[src/rtl/seg7_pkg.sv]
// Shared constants for the multiplexed seven-segment scanner: segment bit
// positions and the hex glyph table.
package seg7_pkg;

    localparam int SEG_A  = 0;
    localparam int SEG_B  = 1;
    localparam int SEG_C  = 2;
    localparam int SEG_D  = 3;
    localparam int SEG_E  = 4;
    localparam int SEG_F  = 5;
    localparam int SEG_G  = 6;
    localparam int SEG_DP = 7;

    // Glyphs for 0123456789AbCdEF, segment a in bit 0 through g in bit 6.
    localparam logic [6:0] HEX_GLYPH [16] = '{
        7'h3F, 7'h06, 7'h5B, 7'h4F, 7'h66, 7'h6D, 7'h7D, 7'h07,
        7'h7F, 7'h6F, 7'h77, 7'h7C, 7'h39, 7'h5E, 7'h79, 7'h71
    };

    function automatic logic [6:0] hex_glyph(input logic [3:0] value);
        return HEX_GLYPH[value];
    endfunction

endpackage

[src/rtl/seg7_hex_decode.sv]
// Combinational hex nibble to seven-segment glyph decoder.
module seg7_hex_decode (
    input  logic [3:0] value,
    output logic [6:0] seg
);
    import seg7_pkg::*;

    always_comb begin
        seg = hex_glyph(value);
    end

endmodule

[src/rtl/seg7_scan_n.sv]
// Time-multiplexed N-digit seven-segment scanner with per-slot snapshot,
// brightness PWM window, blanking and selectable output polarity.
module seg7_scan_n #(
    parameter int DIGITS      = 4,
    parameter int PRESCALE    = 1000,
    parameter int BLANK       = 8,
    parameter int SEG_ACT_LOW = 0,
    parameter int SEL_ACT_LOW = 0
) (
    input  logic                  clk,
    input  logic                  rst,
    input  logic                  en,
    input  logic [DIGITS*8-1:0]   data,
    input  logic                  hex_mode,
    input  logic [DIGITS-1:0]     blank_mask,
    input  logic [3:0]            bright,
    output logic [7:0]            segd,
    output logic [DIGITS-1:0]     sel,
    output logic                  frame_start
);
    import seg7_pkg::*;

    localparam int CW = $clog2(PRESCALE);
    localparam int IW = $clog2(DIGITS);
    localparam int OW = CW + 1;
    localparam int PW = CW + 5;
    localparam int RW = CW + 2;

    localparam logic [7:0]        SEG_OFF = (SEG_ACT_LOW != 0) ? 8'hFF : 8'h00;
    localparam logic [DIGITS-1:0] SEL_OFF = (SEL_ACT_LOW != 0) ? {DIGITS{1'b1}} : {DIGITS{1'b0}};
    localparam logic [RW-1:0]     LO      = RW'(BLANK);

    logic [CW-1:0]     cnt;
    logic [IW-1:0]     idx;
    logic [7:0]        snap_pat;
    logic              snap_blank;
    logic [OW-1:0]     snap_on;

    logic [7:0]        live_byte;
    logic              live_blank;
    logic [6:0]        hex_seg;
    logic [7:0]        live_pat;
    logic [PW-1:0]     prod;
    logic [OW-1:0]     live_on;
    logic              slot_start;
    logic [7:0]        cur_pat;
    logic              cur_blank;
    logic [OW-1:0]     cur_on;
    logic [RW-1:0]     rel;
    logic              lit;
    logic [DIGITS-1:0] sel_hot;

    seg7_hex_decode u_hex (
        .value (live_byte[3:0]),
        .seg   (hex_seg)
    );

    always_comb begin
        live_byte  = 8'h00;
        live_blank = 1'b0;
        sel_hot    = {DIGITS{1'b0}};
        for (int k = 0; k < DIGITS; k++) begin
            if (idx == IW'(k)) begin
                live_byte            = data[8*k +: 8];
                live_blank           = blank_mask[k];
                sel_hot[DIGITS-1-k] = 1'b1;
            end
        end
    end

    // At cnt=0 the live inputs feed the output directly while they are being
    // captured, so the first cycle of a slot already shows the new digit.
    always_comb begin
        live_pat   = hex_mode ? {live_byte[SEG_DP], hex_seg} : live_byte;
        prod       = PW'(PRESCALE - BLANK) * PW'({1'b0, bright} + 5'd1);
        live_on    = prod[PW-1:4];
        slot_start = (cnt == '0);
        cur_pat    = slot_start ? live_pat   : snap_pat;
        cur_blank  = slot_start ? live_blank : snap_blank;
        cur_on     = slot_start ? live_on    : snap_on;
        // Wraps to a huge value when cnt < BLANK, so one compare covers both bounds.
        rel        = {2'b00, cnt} - LO;
        lit        = en && !cur_blank && (rel < {1'b0, cur_on});
    end

    always_ff @(posedge clk) begin
        if (rst) begin
            cnt        <= '0;
            idx        <= '0;
            snap_pat   <= 8'h00;
            snap_blank <= 1'b0;
            snap_on    <= '0;
        end else if (en) begin
            if (cnt == CW'(PRESCALE - 1)) begin
                cnt <= '0;
                idx <= (idx == IW'(DIGITS - 1)) ? '0 : idx + 1'b1;
            end else begin
                cnt <= cnt + 1'b1;
            end
            if (slot_start) begin
                snap_pat   <= live_pat;
                snap_blank <= live_blank;
                snap_on    <= live_on;
            end
        end
    end

    always_ff @(posedge clk) begin
        if (rst) begin
            segd        <= SEG_OFF;
            sel         <= SEL_OFF;
            frame_start <= 1'b0;
        end else begin
            segd        <= (lit ? cur_pat : 8'h00) ^ SEG_OFF;
            sel         <= (lit ? sel_hot : {DIGITS{1'b0}}) ^ SEL_OFF;
            frame_start <= en && slot_start && (idx == '0);
        end
    end

endmodule

[config.mk]
export PLATFORM = sky130hd
export DESIGN_NAME = seg7_scan_n
export DESIGN_NICKNAME = d
export VERILOG_FILES = /design/src/rtl/seg7_pkg.sv /design/src/rtl/seg7_hex_decode.sv /design/src/rtl/seg7_scan_n.sv
export SDC_FILE = /design/constraint.sdc
export NUM_CORES = 1
export LEC_CHECK = 0
export ABC_AREA = 0
export BUFFER_PORTS_ARGS = -buffer_cell sky130_fd_sc_hd__buf_2
export CAP_MARGIN = 20
export CELL_PAD_IN_SITES_DETAIL_PLACEMENT = 1
export CELL_PAD_IN_SITES_GLOBAL_PLACEMENT = 1
export CORE_MARGIN = 2
export CORE_UTILIZATION = 39
export DETAILED_ROUTE_END_ITERATION = 8
export GPL_TIMING_DRIVEN = 0
export PLACE_DENSITY_LB_ADDON = 0.1
export SYNTH_ARGS = -nofsm -noshare
export SYNTH_HDL_FRONTEND = slang
export SYNTH_SLANG_ARGS = --single-unit
[constraint.sdc]
create_clock -name clk -period 4.6 [get_ports clk]
set_clock_uncertainty 0.15 [all_clocks]
set_input_delay 0.23 -clock clk [delete_from_list [all_inputs] [get_ports clk]]
set_output_delay 0.23 -clock clk [all_outputs]
set_load 0.05 [all_outputs]
**After elaboration in Yosys (flattened, before gate mapping)**

Memory sizes are Yosys's and may differ from the RTL's.
Cells that the tools add are included.

- Register bits after elaboration: 45
- ROM bits: 112
- Bits of input ports: 44
- Memories kept: 1

- $add $sub $neg: 4
- Multipliers: 1
- Magnitude comparators: 2
- Equality and inequality tests: 4
- Muxes and demuxes: 20
- Bitwise gates (word level): 2
- Reduce and logical (&&, ||, !) cells: 9

Memory list:

| name | depth | width | read ports | clocked after memory_dff | write ports | line | text |
|---|---|---|---|---|---|---|---|
| (no name shown) | 16 | 7 | 1 | 0 | 0 | seg7_pkg.sv:21 | `return HEX_GLYPH[value];` |

Operator list:

| operator | count |
|---|---|
| $mux W8 | 5 |
| $mux W7 | 3 |
| $lt A12 B11 Y1 | 1 |
| $mux W11 | 1 |
| $sub A10 B4 Y11 const B | 1 |
| $add A10 B1 Y10 const B | 1 |
| $eq A10 B10 Y1 const B | 1 |
| $logic_not A10 Y1 | 1 |
| $mul A5 B5 Y10 const A | 1 |
| $mux W10 | 1 |
| $mux W1 | 9 |
| $add A4 B1 Y5 const B | 1 |
| $ge A5 B5 Y1 const B | 1 |
| $not A4 Y5 | 1 |
| $eq A2 B2 Y1 const B | 2 |
| $logic_and A1 B1 Y1 | 4 |
| $add A2 B1 Y2 const B | 1 |
| $eq A2 B1 Y1 const B | 1 |
| $logic_not A2 Y1 | 1 |
| $mux W2 | 1 |
| $reduce_and A2 Y1 | 1 |
| $reduce_or A2 Y1 | 1 |
| $logic_not A1 Y1 | 1 |
| $not A1 Y1 | 1 |

**Longest topological paths before layout**

Gate-level depths: netlist of the first run.

- Word-level depth: 11
- Gate-level depth with buffers: 22
- Depth with buffers taken out: 21

**Modules after synthesis**

Synthesis of the first run repeated with hierarchy kept, for this count alone.

- Cells, all modules: 401
- Area, all modules: 3,499.6 um^2

Modules (own cells, without submodules):

| module | instances | cells each | area an instance (um^2) | seq. area each (um^2) |
|---|---|---|---|---|
| seg7_scan_n | 1 | 368 | 3,211.8 | 900.9 |
| seg7_hex_decode | 1 | 33 | 287.8 | 0.0 |

**Worst setup path after synthesis of the first run**

OpenSTA, ideal clock, no wires.

- Path type: input-to-reg
- Start point: input port bright[0]
- End point: register sel[2]
- Arrival time: 4.525 ns
- Required time: 4.390 ns
- Slack: -0.134 ns
- Stages: 21
- Cell sequence: ha_1 > and3_1 > inv_1 > fa_1 > inv_1 > fa_1 > fa_1 > inv_1 > ha_1 > inv_1 > o21ai_0 > a21oi_1 > xnor2_1 > mux2i_1 > ha_1 > a21oi_1 > o21a_1 > o21ai_0 > a31oi_1 > clkbuf_1 > and2_1

- Longest elaborated chain between the ends: 7

RTL lines:

| element | line | text |
|---|---|---|
| start, declared | seg7_scan_n.sv:16 | `input logic [3:0] bright,` |
| $add A4 B1 Y5 | seg7_scan_n.sv:75 | `prod = PW'(PRESCALE - BLANK) * PW'({1'b0, bright} + 5'd1);` |
| $mul A5 B5 Y10 | seg7_scan_n.sv:75 |  |
| $mux W11 | - |  |
| $lt A12 B11 Y1 | seg7_scan_n.sv:83 | `lit = en && !cur_blank && (rel < {1'b0, cur_on});` |
| $logic_and A1 B1 Y1 | seg7_scan_n.sv:83 |  |
| $not A1 Y1 (no source line) | - |  |
| $reduce_or A2 Y1 (no source line) | - |  |
| end signal, assigned | seg7_scan_n.sv:115 | `sel <= (lit ? sel_hot : {DIGITS{1'b0}}) ^ SEL_OFF;` |
| end, declared | seg7_scan_n.sv:18 | `output logic [DIGITS-1:0] sel,` |

Every way passes these cells.
A chain may end at the register's enable or synchronous reset.

**Worst setup path after layout of the first run**

- Start point: input port bright[0]
- End point: register sel[1]

The elaborated chain is that of the path after synthesis.

==> results.txt, run 1 <==
pin count of the biggest net entering global routing = 14
register area share after synthesis = 26.2%
fmax = 229 MHz
R2R depth = 10
# IOs = 57
cell taking the most area after synthesis = dfxtp_1
final routed DRC violation total = 0
remaining antenna violation count = 0
nets = 571
max-slew violations = 0
WL final = 9.48 mm
Yosys top cell area share = 26.2%
crit path time final = 4.37 ns
CTS tree = done
Post-synth EDFFs = 0
reg2reg end = snap_pat[2]
layout cells sized above 1 = 25.7%
static leakage = 0.00198 uW
Yosys warnings = 0
routed vias = 2998
Worst Hold End = snap_blank
simple-gate share of the synthesized area = 18.8%
Non-Filler Instances = 582
total gr overflow = 0
first-pass detailed-route iteration total = 4
Slew headroom = 48.4%
clock buffer depth = 2
cts bufs inserted = 5
Overall Power = 1490 uW
worst slew pin tran = 0.768 ns
Avg WL per Cell = 16.3 um
Std-Cell Rows = 34
area grow syn2layout = 24.3%
CTS root buffer = clkbuf_8
Worst R2R Setup Slack = 1.34 ns
Max Cap Violations = 0
setup_tns = 0 ns
arrival time worst endpoint = 4.42 ns
vias in the first global route = 3192
placed cells = 561
status = completed
setup violators final = 0
RR Startpoint = idx[0]
Post-Syn Area per Cell = 8.60 sq um
initial antenna violation count = 0
asr flop ratio synth = 0%
Max stage delay cell, worst path = fa_1
Setup crit end kind = flip-flop
ANT cells = 0
PortBufs = 54
Tcrit/Tclk final = 95.0%
worst skew pair latency = 0.29 ns
RSZ-0062 raised after global routing = true
die area = 9570 sq um
largest family of logic cells by synthesized area = adder cells
die width = 97.8 um
Clock transition at path regs = 0.08 ns
# H-tree levels = 2
Hold Crit Class = in -> reg
DR iter-0 viols = 61
register bit total from synthesis = 45
Synth Area in Compound Gates = 16.0%
critical path type = in -> reg
area share of fa/ha/maj cells after synthesis = 21.4%
hold_sp = blank_mask[3]
Initial Utilization = 39.7%
first-pass GRT wire length = 15.5 mm
critical path startpoint category = primary input
core area = 8640 sq um
Post-Synth XOR/XNOR Area = 6.38%
Synth area leaders = dfxtp_1 26%, ha_1 17%, fa_1 4.7%, inv_1 4.0%, nor2_1 4.0%
Final Hold Vio Count = 0
PwrDens = 350 nW/um^2
critical path, cell by cell = buf_12, nand3_4, xnor2_4, inv_2, fa_1, inv_2, fa_1, fa_1, inv_2, ha_4, a21o_1, a21oi_2, xnor2_1, mux2i_1, ha_1, nand2_1, nor2_1, o21ai_1, o21ai_2, a31oi_4, buf_6, and2_4
Netlist cell types = 51
Syn Inst Count = 399
Synth Flop Type = dfxtp_1
DP Wirelength = 7.08 mm
multiplexer area fraction after synthesis = 3.21%
GRT Total Usage = 19.9%
GP Congestion = 0.835
worst-path maximum fanout = 5
Vias per Instance = 5.15
Slowest Stage Delay on Critical Path = 0.58 ns
Die H = 97.8 um
Peak supply drop = 0.192 mV
Mapped Nets = 497
hold buffers post-CTS = 0
CTS Sinks = 45
Critical Path RT = 4.65 ns
hold-critical path depth = 3
Post-Syn Area = 3430 sq um
[synthesized netlist by cell type (4+ instances only)]
cell type and count:
ha_1 46, dfxtp_1 45, inv_1 37, nor2_1 37
nand2_1 34, a21oi_1 23, xnor2_1 15, nor3_1 13
mux2i_1 11, and2_1 10, clkbuf_1 10, xor2_1 10
fa_1 8, o21ai_0 8, nor2b_1 7, nand3_1 6
buf_2 5, nor3b_1 5, a211o_1 4, a211oi_1 4
a21o_1 4, a221oi_1 4, a311oi_1 4, a31oi_1 4
[layer usage]
layer	GRT usage, %	routed length (um)	vias to the layer above
met4	4.27	100	0
met2	34.9	4700	33
met5	0	0	-
li1	-	-	1517
met3	2.51	219	9
met1	26.2	4460	1439
[layout by cell type, fill, tap and decap left out, types with 6 or more instances in the layout]
cell type	Yosys	layout
buf_2	5	56
dfxtp_1	45	45
ha_1	46	43
nor2_1	37	37
nand2_1	34	34
inv_1	37	32
a21oi_1	23	20
buf_4	2	13
nor3_1	13	13
xnor2_1	15	12
mux2i_1	11	11
clkbuf_1	10	10
xor2_1	10	9
and2_4	1	9
fa_1	8	8
nor2b_1	7	7
buf_6	2	7
clkbuf_8	0	6
[registers in the layout, summed over array words and instances, names as in the netlist]
name and count:
snap_on 11, cnt 10, segd 8, snap_pat 8
sel 4, idx 2, frame_start 1, snap_blank 1
[report_power, final]
group | switching (uW) | internal (uW)
registers | 17.4 | 419
clock network | 131 | 177
logic | 390 | 359
[worst max-delay path by stage]
stage | slack, ns | start | depth (start not counted) | end
3_3_place_gp | -0.87 | bright[0] | 22 | segd[1]
4_1_cts | 0.02 | bright[0] | 22 | segd[2]
6_report | 0.23 | bright[0] | 22 | sel[1]
2_1_floorplan | 0.01 | bright[0] | 21 | segd[0]
5_1_grt | -0.05 | bright[0] | 22 | sel[3]
3_5_place_dp | -0.96 | bright[0] | 22 | segd[2]
[kinds of logic (layout without fill, tap and decap cells)]
| group | Yosys count | in the layout |
|---|---|---|
| simple gates | 129 | 129 |
| compound gates | 77 | 77 |
| buf+inv | 58 | 133 |
| fa+ha+maj | 54 | 54 |
| flops | 45 | 45 |
| xor+xnor | 25 | 25 |
| mux | 11 | 11 |
[timing repair]
item                       4_1_cts  5_1_grt
gates resized for setup         18       31
pin swaps                        9       21
gates cloned                     1        0
setup buffers                    4        8
setup endpoints to repair       12       12
[final cells by class]
| class | count | area [sq um] |
|---|---|---|
| plain buffers | 21 | 143 |
| clock buffers | 7 | 86.3 |
| clock inverters | 1 | 30.0 |
| fillers | 1056 | 4370 |
| inverters | 37 | 139 |
| multi-input cells | 296 | 2430 |
| flip-flops and latches | 45 | 901 |
| well taps | 108 | 135 |
| repair buffers | 67 | 403 |
[stage by stage]
step / area [sq um] / hold slack (ns) / util [%] / setup WS, ns
6_report: 4270 / 0.0926 / 49.4 / 0.230
5_1_grt: 4270 / 0.118 / 49.4 / -0.0471
4_1_cts: 4080 / 0.0226 / 47.3 / 0.0181
3_5_place_dp: 3850 / 0.294 / 44.6 / -0.956
3_3_place_gp: 3850 / 0.291 / 44.6 / -0.870
2_1_floorplan: 3450 / 0.172 / - / 0.0105
[critical path: cells and delay by family]
family	cells	cell delay, ns
xor+xnor	2	0.38
fa+ha+maj	5	2.08
simple gates	4	0.38
compound gates	5	0.75
mux	1	0.12
buf+inv	5	0.44
Note: power is estimated with default switching activity, not from simulation.
==> inputs of run 2 (changes only) <==
==> constraint.sdc (replaced) <==
create_clock -name clk -period 4.6 [get_ports clk]
set_clock_uncertainty 0.15 [all_clocks]
set_input_delay 0.46 -clock clk [delete_from_list [all_inputs] [get_ports clk]]
set_output_delay 0.46 -clock clk [all_outputs]
set_load 0.05 [all_outputs]
==> run 2 against run 1 <==
The flow now finishes with violations (negative setup slack). Register-to-register slack better by 0.14 ns. Final area up 1.1%. Combinational power is 3.1% lower. Worst setup slack lost 0.31 ns. Critical endpoint unchanged. Largest power group unchanged.
==> results.txt, run 2 (same netlist as run 1, synthesis figures left out) <==
CTS tree = done (unchanged)
first-pass GRT wire length = 15.2 mm (was 15.5 mm)
CTS root buffer = clkbuf_8 (unchanged)
final routed DRC violation total = 0 (unchanged)
most common cell after layout, fill and taps aside = buf_2 (unchanged)
Setup crit end kind = flip-flop (unchanged)
CP startpoint = bright[1] (was bright[0])
# H-tree levels = 2 (unchanged)
Avg WL per Cell = 16.1 um (was 16.3 um)
commonest non-fill, non-tap cells in the layout = 56 x buf_2, 45 x dfxtp_1, 43 x ha_1 (unchanged)
CTS Sinks = 45 (unchanged)
static leakage = 0.00200 uW (was 0.00198 uW)
Final WS setup = -0.0839 ns (was 0.230 ns)
arrival time worst endpoint = 4.74 ns (was 4.42 ns)
Std-Cell Rows = 34 (unchanged)
Tcrit/Tclk final = 102% (was 95.0%)
Clock transition at path regs = 0.09 ns (was 0.08 ns)
crit path to = sel[1] (unchanged)
sw power = 548 uW (was 539 uW)
reg2reg end = segd[4] (was snap_pat[2])
Clock power frac = 23.6% (was 20.6%)
worst hold margin = 0.297 ns (was 0.0926 ns)
clock buffer depth = 2 (unchanged)
PwrDens = 352 nW/um^2 (was 350 nW/um^2)
critical path, cell by cell = buf_8, nand3_4, xnor2_4, inv_2, fa_2, inv_2, fa_1, fa_1, inv_2, ha_4, a21o_1, a21oi_2, nand2b_4, a21oi_4, xor2_1, mux2i_1, ha_2, inv_2, o2111ai_4, a31oi_4, buf_8, and2_4 (was buf_12, nand3_4, xnor2_4, inv_2, fa_1, inv_2, fa_1, fa_1, inv_2, ha_4, a21o_1, a21oi_2, xnor2_1, mux2i_1, ha_1, nand2_1, nor2_1, o21ai_1, o21ai_2, a31oi_4, buf_6, and2_4)
critical path type = in -> reg (unchanged)
worst slew pin tran = 0.762 ns (was 0.768 ns)
core area = 8640 sq um (unchanged)
Worst R2R Setup Slack = 1.48 ns (was 1.34 ns)
max reg flops = 11 (unchanged)
share of power burned in registers = 28.7% (was 29.2%)
Pint = 973 uW (was 955 uW)
WP buf/inv = 6 (was 5)
PortBufs = 54 (unchanged)
Max stage delay cell, worst path = fa_2 (was fa_1)
sw frac = 36.0% (was 36.1%)
Peak supply drop = 0.171 mV (was 0.192 mV)
Max Cap Violations = 0 (unchanged)
vias in the first global route = 3071 (was 3192)
fmax = 213 MHz (was 229 MHz)
most flop-heavy register = snap_on (unchanged)
initial antenna violation count = 0 (unchanged)
remaining antenna violation count = 0 (unchanged)
worst-path maximum fanout = 5 (unchanged)
nets = 571 (unchanged)
crit path time final = 4.68 ns (was 4.37 ns)
cts bufs inserted = 5 (unchanged)
Slew headroom = 48.9% (was 48.4%)
CP Depth = 22 (unchanged)
Placed Area = 3920 sq um (was 3850 sq um)
GP Congestion = 0.826 (was 0.835)
Final Instance Area = 4310 sq um (was 4270 sq um)
Slowest Stage Delay on Critical Path = 0.58 ns (about the same)
max-slew violations = 0 (unchanged)
GRT Total Usage = 19.6% (was 19.9%)
# IOs = 57 (unchanged)
DR iter-0 viols = 66 (was 61)
setup_tns = -0.726 ns (was 0 ns)
area grow syn2layout = 25.7% (was 24.3%)
total gr overflow = 0 (unchanged)
WL final = 9.35 mm (was 9.48 mm)
routed vias = 3020 (was 2998)
Combinational Power Share = 47.7% (was 50.2%)
biggest regs = snap_on x11, cnt x10 (unchanged)
Die H = 97.8 um (unchanged)
Hold Crit Class = in -> reg (unchanged)
status = finished, violations left (was completed)
Top cell by count, worst path = inv_2
die width = 97.8 um (unchanged)
die area = 9570 sq um (unchanged)
failing checks = negative setup slack
setup violators final = 11 (was 0)
RR Startpoint = cnt[6] (was idx[0])
CP delay by family, top = adder cells (unchanged)
pin count of the biggest net entering global routing = 15 (was 14)
RSZ-0062 raised after global routing = true (unchanged)
Vias per Instance = 5.19 (was 5.15)
worst skew pair latency = 0.31 ns (was 0.29 ns)
ANT cells = 0 (unchanged)
DP Wirelength = 7.10 mm (was 7.08 mm)
Initial Utilization = 39.7% (unchanged)
first-pass detailed-route iteration total = 4 (unchanged)
layout cells sized above 1 = 27.2% (was 25.7%)
R2R depth = 12 (was 10)
Critical Path RT = 4.66 ns (was 4.65 ns)
Final Hold Vio Count = 0 (unchanged)
critical path startpoint category = primary input (unchanged)
[run 2: cell count changes in the layout (fill, tap and decap cells not counted), sizes merged]
| cell | before | now |
|---|---|---|
| bufinv | 1 | 2 |
| clkbuf | 16 | 14 |
| clkinv | 0 | 1 |
[run 2: how the worst min path moves through the flow]
stage	from	to	slack, ns	cells after the start
3_3_place_gp	snap_pat[2]	snap_pat[2]	0.29	2
2_1_floorplan	snap_pat[2]	snap_pat[2]	0.28	2
4_1_cts	blank_mask[3]	snap_blank	0.30	3
5_1_grt	data[31]	snap_pat[7]	0.33	3
3_5_place_dp	snap_pat[5]	snap_pat[5]	0.30	2
6_report	blank_mask[3]	snap_blank	0.30	3
[run 2: power groups by stage]
stage	Clock (uW)	Combinational (uW)	Sequential [uW]
after floorplan	0	468	442
after global placement	0	591	442
after detailed placement	0	611	444
after CTS	367	658	435
after global routing	379	816	440
final	359	726	436
[run 2: cell type report]
type	count	area [sq um]
Fill cell	1034	4320
Multi-Input combinational cell	296	2450
Clock buffer	5	68.8
Tap cell	108	135
Inverter	37	141
Buffer	21	146
Timing Repair Buffer	67	407
Sequential cell	45	901
Clock inverter	3	65.1
[run 2: tightest hold or removal path: cells and delay by family]
kind | cells | cell delay [ns]
AOI/OAI and AO/OA | 1 | 0.06
buffers and inverters | 1 | 0.08
and+or+nand+nor | 1 | 0.11
[run 2: metal layers]
layer	vias to the layer above	global-route usage (%)	routed length [um]
met1	1467	26.2	4460
li1	1509	-	-
met4	0	5.34	155
met3	13	2.72	220
met5	-	0	0
met2	31	33.3	4510
[run 2: through the flow]
step | setup WS, ns | total power [uW] | std cells | utilization, %
2_1_floorplan | -0.00330 | 910 | 399 | -
3_3_place_gp | -0.856 | 1030 | 561 | 45.4
3_5_place_dp | -0.936 | 1050 | 561 | 45.4
4_1_cts | -0.115 | 1460 | 578 | 48.5
5_1_grt | -0.269 | 1640 | 582 | 50.0
6_report | -0.0839 | 1520 | 582 | 50.0
[run 2: what timing repair did]
item	CTS	global route
pin swaps	13	16
hold endpoints to repair	0	0
gates resized for setup	16	25
gates cloned	1	0
buffers inserted	8	4
endpoints found under the setup margin	12	12
hold buffers	0	0
==> inputs of run 3 (changes only) <==
BUFFER_PORTS_ARGS = -buffer_cell sky130_fd_sc_hd__clkbuf_2   (was -buffer_cell sky130_fd_sc_hd__buf_2)
CORE_MARGIN = not set   (was 2)
clock period = 4.9 ns   (was 4.6 ns; I/O delays follow)
==> run 3 against run 2 <==
The flow now finishes without violations. Via count grew 0.17%. Clock power shrank 18%. Worst hold slack gained 0.013 ns. Non-clock buffer count shrank 1. Utilization grew 0.29 points. Register-to-register slack gained 0.07 ns. Global-route usage grew 1.7 points. Critical path depth shrank 1. First-iteration DRC count shrank 18%. Flip-flop and latch count is the same. Combinational power shrank 10%. Final cell count shrank 0.69%. Critical endpoint is now segd[4]. Highest routed layer unchanged.
==> results.txt, run 3 (same netlist as run 1, synthesis figures left out) <==
Avg WL per Cell = 16.1 um (about the same)
storage element area = 901 sq um (unchanged)
RR Startpoint = idx[0] (was cnt[6])
core area = 8380 sq um (was 8640 sq um)
CTS Sinks = 45 (unchanged)
total gr overflow = 0 (unchanged)
Slew headroom = 44.3% (was 48.9%)
layout cells sized above 1 = 24.1% (was 27.2%)
PortBufs = 54 (unchanged)
Final Instance Area = 4210 sq um (was 4310 sq um)
initial antenna violation count = 0 (unchanged)
biggest regs = snap_on x11, cnt x10 (unchanged)
DR iter-0 viols = 54 (was 66)
worst-path maximum fanout = 5 (unchanged)
routed vias = 3025 (was 3020)
critical path, cell by cell = clkbuf_8, nand3_4, xnor2_4, inv_2, fa_1, inv_2, buf_4, fa_1, ha_1, ha_1, o21a_1, a21oi_2, xnor2_2, mux2i_1, ha_1, a21oi_2, o21a_1, o21ai_1, a31oi_2, clkbuf_8, o21a_1 (was buf_8, nand3_4, xnor2_4, inv_2, fa_2, inv_2, fa_1, fa_1, inv_2, ha_4, a21o_1, a21oi_2, nand2b_4, a21oi_4, xor2_1, mux2i_1, ha_2, inv_2, o2111ai_4, a31oi_4, buf_8, and2_4)
Non-Filler Instances = 578 (was 582)
Overall Power = 1360 uW (was 1520 uW)
worst slew pin tran = 0.829 ns (was 0.762 ns)
# IOs = 57 (unchanged)
pin count of the biggest net entering global routing = 17 (was 15)
sw power = 508 uW (was 548 uW)
Hold Crit Class = reg -> reg (was in -> reg)
Critical Path RT = 5.00 ns (was 4.66 ns)
Vias per Instance = 5.23 (was 5.19)
area occupied by multi-input gates = 2380 sq um (was 2450 sq um)
CTS tree = done (unchanged)
max reg flops = 11 (unchanged)
Peak supply drop = 0.168 mV (was 0.171 mV)
cts bufs inserted = 5 (unchanged)
GRT Total Usage = 21.3% (was 19.6%)
arrival time worst endpoint = 4.83 ns (was 4.74 ns)
nets = 570 (was 571)
Max Cap Violations = 0 (unchanged)
CP delay by family, top = adder cells (unchanged)
clock buffer depth = 2 (unchanged)
hold_sp = snap_on[4] (was blank_mask[3])
dpl ws = -0.973 ns (was -0.936 ns)
crit path time final = 4.73 ns
final routed DRC violation total = 0 (unchanged)
critical path startpoint category = primary input (unchanged)
Clock transition at path regs = 0.09 ns (about the same)
share of power burned in registers = 30.1% (was 28.7%)
die area = 9180 sq um (was 9570 sq um)
setup violators final = 0 (was 11)
CTS root buffer = clkbuf_8 (unchanged)
max-slew violations = 0 (unchanged)
GP Congestion = 0.844 (was 0.826)
ANT cells = 0 (unchanged)
DP Wirelength = 7.24 mm (was 7.10 mm)
Placed Area = 3850 sq um (was 3920 sq um)
setup_tns = 0 ns (was -0.726 ns)
Die H = 95.8 um (was 97.8 um)
Max stage delay cell, worst path = fa_1 (was fa_2)
placed cells = 558 (was 561)
PwrDens = 322 nW/um^2 (was 352 nW/um^2)
hold buffers post-CTS = 0 (unchanged)
Final Hold Vio Count = 0 (unchanged)
Final WS setup = 0.168 ns (was -0.0839 ns)
first-pass detailed-route iteration total = 4 (unchanged)
fillcell total = 1023 (was 1034)
sw frac = 37.5% (was 36.0%)
die width = 95.8 um (was 97.8 um)
most flop-heavy register = snap_on (unchanged)
critical path type = in -> reg (unchanged)
Initial Utilization = 40.9% (was 39.7%)
worst skew pair latency = 0.31 ns (about the same)
Setup crit end kind = flip-flop (unchanged)
remaining antenna violation count = 0 (unchanged)
fmax = 211 MHz
WP buf/inv = 5 (was 6)
commonest non-fill, non-tap cells in the layout = 51 x clkbuf_2, 45 x dfxtp_1, 44 x ha_1 (was 56 x buf_2, 45 x dfxtp_1, 43 x ha_1)
CP startpoint = bright[1] (unchanged)
vias in the first global route = 3066 (was 3071)
Slowest Stage Delay on Critical Path = 0.57 ns (was 0.58 ns)
WL final = 9.29 mm (was 9.35 mm)
most common cell after layout, fill and taps aside = clkbuf_2 (was buf_2)
static leakage = 0.00197 uW (was 0.00200 uW)
Std-Cell Rows = 33 (was 34)
Pint = 847 uW (was 973 uW)
area grow syn2layout = 22.7% (was 25.7%)
status = completed (was finished, violations left)
# H-tree levels = 2 (unchanged)
first-pass GRT wire length = 14.8 mm (was 15.2 mm)
Clock power frac = 21.8% (was 23.6%)
Tcrit/Tclk final = 96.6%
Combinational Power Share = 48.0% (was 47.7%)
run 3: power groups by stage:
stage	Clock [uW]	Sequential [uW]	Combinational, uW
6_report	296	408	651
5_1_grt	323	412	737
4_1_cts	308	408	577
3_5_place_dp	0	417	547
3_3_place_gp	0	416	520
2_1_floorplan	0	415	409
run 3: metal layers:
metal | part of all wire, % | up-vias | wire, um | global-route usage [%]
li1 | - | 1510 | - | -
met1 | 49 | 1457 | 4530 | 27.6
met2 | 48 | 45 | 4420 | 37.3
met3 | 2.4 | 13 | 226 | 3.40
met4 | 1.2 | 0 | 113 | 3.73
met5 | 0 | - | 0 | 0
run 3: final cells by class:
type,count,share of cell area [%]
Sequential cell,45,21.4
Multi-Input combinational cell,296,56.5
Tap cell,105,3.12
Buffer,21,3.45
Inverter,37,3.30
Clock inverter,3,1.13
Timing Repair Buffer,66,9.45
Clock buffer,5,1.63
run 3: what timing repair did:
item	4_1_cts	5_1_grt
setup endpoints to repair	12	12
gates resized for setup	17	19
buffers inserted	3	8
pin swaps	7	17
gates cloned	1	0
run 3: metrics by stage:
step / hold WS (ns) / util (%)
6_report: 0.309 / 50.2
5_1_grt: 0.330 / 50.2
4_1_cts: 0.279 / 48.7
3_5_place_dp: 0.296 / 45.9
3_3_place_gp: 0.291 / 45.9
2_1_floorplan: 0.277 / -
run 3: final timing paths:
kind	end	slack, ns	cells after the start
max reg2reg	snap_pat[2]	1.55	10
min reg2reg	snap_on[4]	0.31	2
max	segd[4]	0.17	21
min	snap_on[4]	0.31	2
run 3: worst reg2reg max path, stage by stage, from the launching register on:
cell	delay, ns
dfxtp_1	0.37
inv_1	0.11
ha_1	0.15
clkbuf_1	0.32
clkbuf_1	0.35
a21oi_1	0.12
a22oi_1	0.46
inv_1	0.19
ha_1	0.25
o311ai_0	0.61
a21oi_1	0.15
